## src/rtl/cla_pkg.sv

```systemverilog
// Shared configuration for the pipelined carry-lookahead adder.
//   DEFAULT_WIDTH / DEFAULT_SLICE : default operand width and lookahead slice width
//   check_cfg(width, slice)       : true when width is a non-zero multiple of slice
package cla_pkg;

    localparam int unsigned DEFAULT_WIDTH = 16;
    localparam int unsigned DEFAULT_SLICE = 4;

    function automatic bit check_cfg(input int unsigned width, input int unsigned slice);
        return (slice != 0) && (width >= slice) && ((width % slice) == 0);
    endfunction

endpackage

```

## src/rtl/cla_slice.sv

```systemverilog
// One combinational carry-lookahead slice.
//   a, b      : slice operands (b already conditioned for subtraction)
//   cin       : carry into bit 0 of the slice
//   s         : slice sum
//   cout      : carry out of the top bit
//   c_msb_in  : carry into the top bit (used for signed overflow in the last slice)
module cla_slice #(
    parameter int unsigned SLICE = 4
) (
    input  logic [SLICE-1:0] a,
    input  logic [SLICE-1:0] b,
    input  logic             cin,
    output logic [SLICE-1:0] s,
    output logic             cout,
    output logic             c_msb_in
);

    logic [SLICE-1:0] p;
    logic [SLICE-1:0] g;
    logic [SLICE:0]   c;

    assign p = a ^ b;
    assign g = a & b;

    // Written as a recurrence; synthesis flattens it into two-level lookahead terms.
    always_comb begin
        c    = '0;
        c[0] = cin;
        for (int unsigned i = 0; i < SLICE; i++) begin
            c[i+1] = g[i] | (p[i] & c[i]);
        end
    end

    assign s        = p ^ c[SLICE-1:0];
    assign cout     = c[SLICE];
    assign c_msb_in = c[SLICE-1];

endmodule

```

## src/rtl/pipelined_cla_adder.sv

```systemverilog
// Pipelined carry-lookahead adder/subtractor, one SLICE-bit slice resolved per stage.
//   clk, rst            : clock, synchronous active-high reset
//   in_valid/in_ready   : operand handshake (a, b, ci, sub)
//   out_valid/out_ready : result handshake (s, co, ovf)
//   sub=1 computes a - b - ci; co=1 then means "no borrow"; ovf is signed overflow.
// Stage k register holds the beat with slices 0..k-1 already summed and the carry into
// slice k; slice k is resolved combinationally and the result moves into stage k+1.
// The last stage drives the outputs directly, giving a latency of STAGES cycles.
module pipelined_cla_adder
    import cla_pkg::*;
#(
    parameter int unsigned WIDTH = DEFAULT_WIDTH,
    parameter int unsigned SLICE = DEFAULT_SLICE
) (
    input  logic             clk,
    input  logic             rst,
    input  logic             in_valid,
    output logic             in_ready,
    input  logic [WIDTH-1:0] a,
    input  logic [WIDTH-1:0] b,
    input  logic             ci,
    input  logic             sub,
    output logic             out_valid,
    input  logic             out_ready,
    output logic [WIDTH-1:0] s,
    output logic             co,
    output logic             ovf
);

    localparam int unsigned STAGES = WIDTH / SLICE;

    if (!check_cfg(WIDTH, SLICE)) begin : g_bad_cfg
        $error("pipelined_cla_adder: WIDTH must be a non-zero multiple of SLICE");
    end

    logic [STAGES-1:0]            valid_q;
    logic [STAGES-1:0]            carry_q;
    logic [STAGES-1:0][WIDTH-1:0] a_q;
    logic [STAGES-1:0][WIDTH-1:0] be_q;
    logic [STAGES-1:0][WIDTH-1:0] sp_q;
    logic [STAGES-1:0][WIDTH-1:0] sp_d;

    logic [STAGES-1:0][SLICE-1:0] slice_s;
    logic [STAGES-1:0]            slice_cout;
    logic [STAGES-1:0]            slice_cmsb;

    logic advance;

    // Global stall: the whole pipe moves or the whole pipe holds.
    assign out_valid = valid_q[STAGES-1];
    assign advance   = !out_valid || out_ready;
    assign in_ready  = advance;

    for (genvar k = 0; k < STAGES; k++) begin : g_slice
        cla_slice #(
            .SLICE (SLICE)
        ) u_slice (
            .a        (a_q[k][k*SLICE +: SLICE]),
            .b        (be_q[k][k*SLICE +: SLICE]),
            .cin      (carry_q[k]),
            .s        (slice_s[k]),
            .cout     (slice_cout[k]),
            .c_msb_in (slice_cmsb[k])
        );
    end

    // Partial sum of each stage with its own slice filled in.
    always_comb begin
        sp_d = sp_q;
        for (int unsigned k = 0; k < STAGES; k++) begin
            sp_d[k][k*SLICE +: SLICE] = slice_s[k];
        end
    end

    always_ff @(posedge clk) begin
        if (rst) begin
            valid_q <= '0;
            carry_q <= '0;
            a_q     <= '0;
            be_q    <= '0;
            sp_q    <= '0;
        end else if (advance) begin
            valid_q[0] <= in_valid;
            a_q[0]     <= a;
            be_q[0]    <= b ^ {WIDTH{sub}};
            carry_q[0] <= ci ^ sub;
            sp_q[0]    <= '0;
            for (int unsigned k = 1; k < STAGES; k++) begin
                valid_q[k] <= valid_q[k-1];
                a_q[k]     <= a_q[k-1];
                be_q[k]    <= be_q[k-1];
                carry_q[k] <= slice_cout[k-1];
                sp_q[k]    <= sp_d[k-1];
            end
        end
    end

    assign s   = sp_d[STAGES-1];
    assign co  = slice_cout[STAGES-1];
    assign ovf = slice_cmsb[STAGES-1] ^ slice_cout[STAGES-1];

    // Already-consumed operand slices and non-final c_msb_in are intentionally dead.
    logic unused_bits;
    assign unused_bits = ^{a_q, be_q, slice_cmsb};

endmodule

```

## config.mk

```make
export PLATFORM = sky130hd
export DESIGN_NAME = pipelined_cla_adder
export DESIGN_NICKNAME = d
export VERILOG_FILES = /design/src/rtl/cla_pkg.sv /design/src/rtl/cla_slice.sv /design/src/rtl/pipelined_cla_adder.sv
export SDC_FILE = /design/constraint.sdc
export NUM_CORES = 1
export LEC_CHECK = 0
export BUFFER_PORTS_ARGS = -buffer_cell sky130_fd_sc_hd__buf_2
export CAP_MARGIN = 20
export CORE_ASPECT_RATIO = 0.75
export CORE_MARGIN = 4
export CORE_UTILIZATION = 49
export DETAILED_ROUTE_END_ITERATION = 7
export GPL_TIMING_DRIVEN = 0
export PLACE_DENSITY = 0.69
export SYNTH_ARGS = -nofsm -noshare
export SYNTH_HDL_FRONTEND = slang
export SYNTH_HIERARCHICAL = 1
export SYNTH_SLANG_ARGS = --single-unit
```

## constraint.sdc

```tcl
create_clock -name clk -period 2.5 [get_ports clk]
set_input_delay 0.375 -clock clk [delete_from_list [all_inputs] [get_ports clk]]
set_output_delay 0.375 -clock clk [all_outputs]
set_load 0.03 [all_outputs]
```

# Word level (Yosys, flattened, before mapping)
# Index checks and enable logic that the tools add are counted.
word_totals:
  elab_cells: 62
  regBits: 160
  out_inout_bits: 20
  inputBits: 38
classes:
  bitwise_logic: 47
  n_reduce_logical: 2
ops:
  columns: ["operator", "count"]
  rows:
  - ["$xor A4 B4 Y4", 8]
  - ["$and A1 B1 Y1", 16]
  - ["$and A4 B4 Y4", 4]
  - ["$or A1 B1 Y1", 16]
  - ["$xor A16 B16 Y16", 1]
  - ["$xor A1 B1 Y1", 2]
  - ["$logic_not A1 Y1", 1]
  - ["$logic_or A1 B1 Y1", 1]

# Depth between registers and ports, before layout
depth:
  depth_word: 10
  ltp_mapped: 10
  depth_no_buf: 10

# By module
# The synthesis kept the hierarchy.
modules_own_cells:
  columns: ["module", "seq_area_each_um2", "area_each_um2", "n_inst", "cells_each"]
  rows:
  - ["pipelined_cla_adder", 2242.2, 4257.8, 1, 501]
  - ["cla_slice", 0.0, 117.6, 4, 14]

# Worst setup path before layout
# No wires, ideal clock.
synth_timing:
  path_kind: "register to output"
  from: "register a_q[60] in the netlist's numbering"
  to: "output port ovf"
  arrival_time_ns: 2.371
  required_time_ns: 2.125
  path_stages_with_launch: 10
  n_path_buf: 0
  path_slack_ns: -0.246
  path_cell_list: "dfxtp_1 inv_1 fa_1 inv_1 fa_1 inv_1 fa_1 inv_1 fa_1 xor2_1"
synth_between:
  elab_chain_cells: 10
  word_cells_on_any_way: 11
  cone_classes: "bitwise (11)"
synth_rtl:
  columns: ["item", "line_no", "rtl"]
  rows:
  - ["start, declared", "pipelined_cla_adder.sv:38", "logic [STAGES-1:0][WIDTH-1:0] a_q;"]
  - ["start signal, assigned by index", "pipelined_cla_adder.sv:90", "a_q[k] <= a_q[k-1];"]
  - ["$xor A4 B4 Y4", "cla_slice.sv:22", "assign p = a ^ b;"]
  - ["$and A1 B1 Y1", "cla_slice.sv:30", "c[i+1] = g[i] | (p[i] & c[i]);"]
  - ["$or A1 B1 Y1 *", "cla_slice.sv:30", null]
  - ["$and A1 B1 Y1 *", "cla_slice.sv:30", null]
  - ["$or A1 B1 Y1 *", "cla_slice.sv:30", null]
  - ["$and A1 B1 Y1 *", "cla_slice.sv:30", null]
  - ["$or A1 B1 Y1 *", "cla_slice.sv:30", null]
  - ["net slice_cmsb[3]", "pipelined_cla_adder.sv:45", "logic [STAGES-1:0] slice_cmsb;"]
  - ["$and A1 B1 Y1 *", "cla_slice.sv:30", null]
  - ["$or A1 B1 Y1 *", "cla_slice.sv:30", null]
  - ["net co", "pipelined_cla_adder.sv:26", "output logic co,"]
  - ["$xor A1 B1 Y1 *", "pipelined_cla_adder.sv:100", "assign ovf = slice_cmsb[STAGES-1] ^ slice_cout[STAGES-1];"]
  - ["end, declared", "pipelined_cla_adder.sv:27", "output logic ovf"]
# The timed path passes the listed nets; every way through them passes the cells marked *.

# Final worst setup path
layout_timing:
  from: "register carry_q[3]"
  to: "output port s[15]"
layout_between:
  elab_chain_cells: 7
layout_rtl:
  columns: ["item", "line_no", "rtl"]
  rows:
  - ["start, declared", "pipelined_cla_adder.sv:37", "logic [STAGES-1:0] carry_q;"]
  - ["start signal, assigned by index", "pipelined_cla_adder.sv:92", "carry_q[k] <= slice_cout[k-1];"]
  - ["$and A1 B1 Y1", "cla_slice.sv:30", null]
  - ["$or A1 B1 Y1", "cla_slice.sv:30", null]
  - ["$and A1 B1 Y1", "cla_slice.sv:30", null]
  - ["$or A1 B1 Y1", "cla_slice.sv:30", null]
  - ["$and A1 B1 Y1", "cla_slice.sv:30", null]
  - ["$or A1 B1 Y1", "cla_slice.sv:30", null]
  - ["net slice_cmsb[3]", "pipelined_cla_adder.sv:45", null]
  - ["$xor A4 B4 Y4", "cla_slice.sv:34", "assign s = p ^ c[SLICE-1:0];"]
  - ["end, declared", "pipelined_cla_adder.sv:25", "output logic [WIDTH-1:0] s,"]
# The timed path passes the listed nets, and every way through them passes these cells.

==> impl_metrics.tcl <==
set metrics [dict create \
    status "complete, but fails checks" \
    violations "setup timing" \
    seq_area_um2 2250 \
    setup_viol 3 \
    fin_nets 680 \
    p_int_mw 2.81 \
    num_vias 3685 \
    grt_use_total 0.198 \
    grt_pass1_vias 3724 \
    antenna_found_initial 0 \
    synth_top_area_frac 0.474 \
    place_hpwl_um 7790 \
    gp_congestion 0.774 \
    worst_ep_arrival_time_ns 2.35 \
    ys_top_cells_by_count "nand2_1 (188), dfxtp_1 (112), a21oi_1 (94)" \
    dr_wl_met2_um 4900 \
    synth_edf_count 0 \
    maxSlewViolCount 0 \
    yosysWarnings 6 \
    whs_ns 0.266 \
    synthArstFlopShare 0 \
    worstMarginPinSlew_ns 0.676 \
    cap_violations 0 \
    crit_path_max_fanout 2 \
    gr-total-overflow 0 \
    startpoint_type "flop" \
    drc 0 \
    routedWlPerCell_um 13.6 \
    fin_crit_sh 1.09 \
    clkTransAtPathRegs_ns 0.07 \
    final_util 0.599 \
    peakVddDrop_v 0.000358 \
    antenna_cells 0 \
    critPathRequiredTime_ns 2.12 \
    cts_max_level 3 \
    ys_types 16 \
    switchingPower_uw 855 \
    final.setup.worst_slack_ns -0.227 \
    cts_root_buffer "clkbuf_16" \
    synth.avg_cell_area_um2 8.49 \
    num_rows 30 \
    finClkSkew_ns 0.00595 \
    yosysMostFrequentCell "nand2_1" \
    multiInputGateArea_um2 1980 \
    finalCriticalPeriod_ns 2.73 \
    rsz0062_at_grt "true" \
    drt-total-wl_um 10300 \
    netlist_area_um2 4730 \
    viasPerCell 4.86 \
    grt_first_pass_wirelength_um 17700 \
    die_w_um 121 \
    die_area_um2 11300 \
    numCtsBuffers 9 \
    grt_max_degree 17 \
    io_buffers 55 \
    finalInstanceArea_um2 5530 \
    cts_sinks 112 \
    core-area_um2 9230 \
    syn_inst 557 \
    drt_iter0_drc 224 \
    met1_length_um 4830 \
    final_layout_size_suffix_gt1_frac 0.219 \
    netSwitchingFraction 0.233 \
    setup_tns_ns -0.631 \
    synth-seq-cells 112 \
    hold_class "in2reg" \
    met3_length_um 448 \
    placed_area_um2 5190 \
    power.density_nw_per_um2 663 \
    dr.pass1.iters 4 \
    syn_nets 611 \
    top_layer_used "met4" \
    cts_buffer_depth 2 \
    p_comb_frac 0.094 \
    seq_power_share 0.530 \
    start_util 0.512 \
    synth-seq-area-share 0.474 \
    dieHeight_um 93.1 \
    yosysTopAreaCell "dfxtp_1" \
    power.total_mw 3.66 \
    worstSetupPathType "reg2out" \
    ant_nets 0 \
    hold_viol_final 0 \
    fmax_mhz 367 \
    p_clk_frac 0.377 \
    pin_count 58 \
    syn_to_final_growth_pct 16.9 \
    ys.flop_type "dfxtp_1" \
    slew_headroom 0.549 \
    leakagePower_nw 2.32 \
    synth_area_leaders "dfxtp_1 (47%), nand2_1 (15%), a21oi_1 (9.9%), fa_1 (6.8%), a211oi_2 (4.5%)" \
    insertion_delay_ns 0.34 \
    worstSetupEndpointType "output pin" \
    cts_tree "done" \
    nFillCells 886 \
]
## per-layer routing
metal,vias up,GRT usage
li1,1859,-
met2,62,0.322
met5,-,0
met4,0,0.0504
met3,11,0.0472
met1,1753,0.266
## state kept, by name, summed over array words and instances (netlist names)
name,flops
a_q,40
be_q,40
s,12
sp_d,12
carry_q,4
valid_q,4
## through the flow
| stage | std cells | worst slack, ns |
|---|---|---|
| 6_report | 758 | -0.227 |
| 3_5_place_dp | 740 | -0.0338 |
| 4_1_cts | 756 | -0.267 |
| 5_1_grt | 758 | -0.286 |
| 3_3_place_gp | 740 | -0.00525 |
| 2_1_floorplan | 557 | 0.0231 |
## cell usage in the layout, fill, tap and decap left out
cell type / synthesis / final
buf_6: 14 / 18
clkinv_2: 0 / 1
xnor2_1: 17 / 17
inv_2: 0 / 3
inv_1: 40 / 36
buf_8: 2 / 2
fa_1: 16 / 12
inv_4: 1 / 2
a21oi_1: 94 / 94
bufinv_16: 0 / 1
clkinv_4: 0 / 1
dfxtp_1: 112 / 109
dfxtp_2: 0 / 3
fa_2: 0 / 4
nor2b_4: 1 / 1
nor2_1: 19 / 19
nand2_1: 188 / 188
a211oi_2: 17 / 17
buf_4: 13 / 16
clkbuf_16: 0 / 9
buf_2: 8 / 59
xor2_4: 0 / 1
clkbuf_1: 14 / 17
## worst paths after layout
kind	cells after the start	startpoint	endpoint	slack, ns
max	9	carry_q[3]$_SDFFE_PP0P_	s[15]	-0.23
min	3	a[5]	a_q[5]$_SDFFE_PP0P_	0.27
max reg2reg	10	a_q[0]$_SDFFE_PP0P_	sp_d[19]$_SDFFE_PP0P_	0.23
min reg2reg	2	a_q[60]$_SDFFE_PP0P_	a_q[60]$_SDFFE_PP0P_	0.45
## worst max-delay path: stages, from the launching register on
cell,delay (ns)
dfxtp_2,0.33
inv_2,0.04
fa_2,0.37
inv_2,0.06
fa_2,0.19
inv_2,0.04
fa_2,0.35
inv_4,0.07
fa_2,0.42
buf_6,0.15
## cells by family (layout without fill, tap and decap cells)
family	count (synthesis)	after routing	synth area share
compound gates	111	111	0.144
xor+xnor	18	18	0.0333
fa+ha+maj	16	16	0.0677
buf+inv	92	165	0.113
flops	112	112	0.474
simple gates	208	208	0.167
## cell type report
| cell class | count | area share |
|---|---|---|
| timing repair buffer | 58 | 0.0584 |
| tap | 128 | 0.0290 |
| clock buffer | 12 | 0.0428 |
| multi-input combinational | 353 | 0.358 |
| clock inverter | 3 | 0.00792 |
| sequential | 112 | 0.406 |
| inverter | 41 | 0.0288 |
| buffer | 51 | 0.0684 |
## power by group through the flow
stage | registers, mW | clock network [mW] | logic (mW)
2_1_floorplan | 1.96 | 0 | 0.248
3_3_place_gp | 1.98 | 0 | 0.333
3_5_place_dp | 1.98 | 0 | 0.344
4_1_cts | 1.94 | 1.40 | 0.348
5_1_grt | 1.95 | 1.48 | 0.393
6_report | 1.94 | 1.38 | 0.344
## what timing repair did
action | in CTS | in global routing
resized for setup | 15 | 3
setup endpoints to repair | 4 | 4
pin swaps | 3 | 2
hold endpoints to repair | 0 | 0
buffers inserted | 1 | 2
hold buffers | 0 | 0
(Power assumes the default switching activity.)
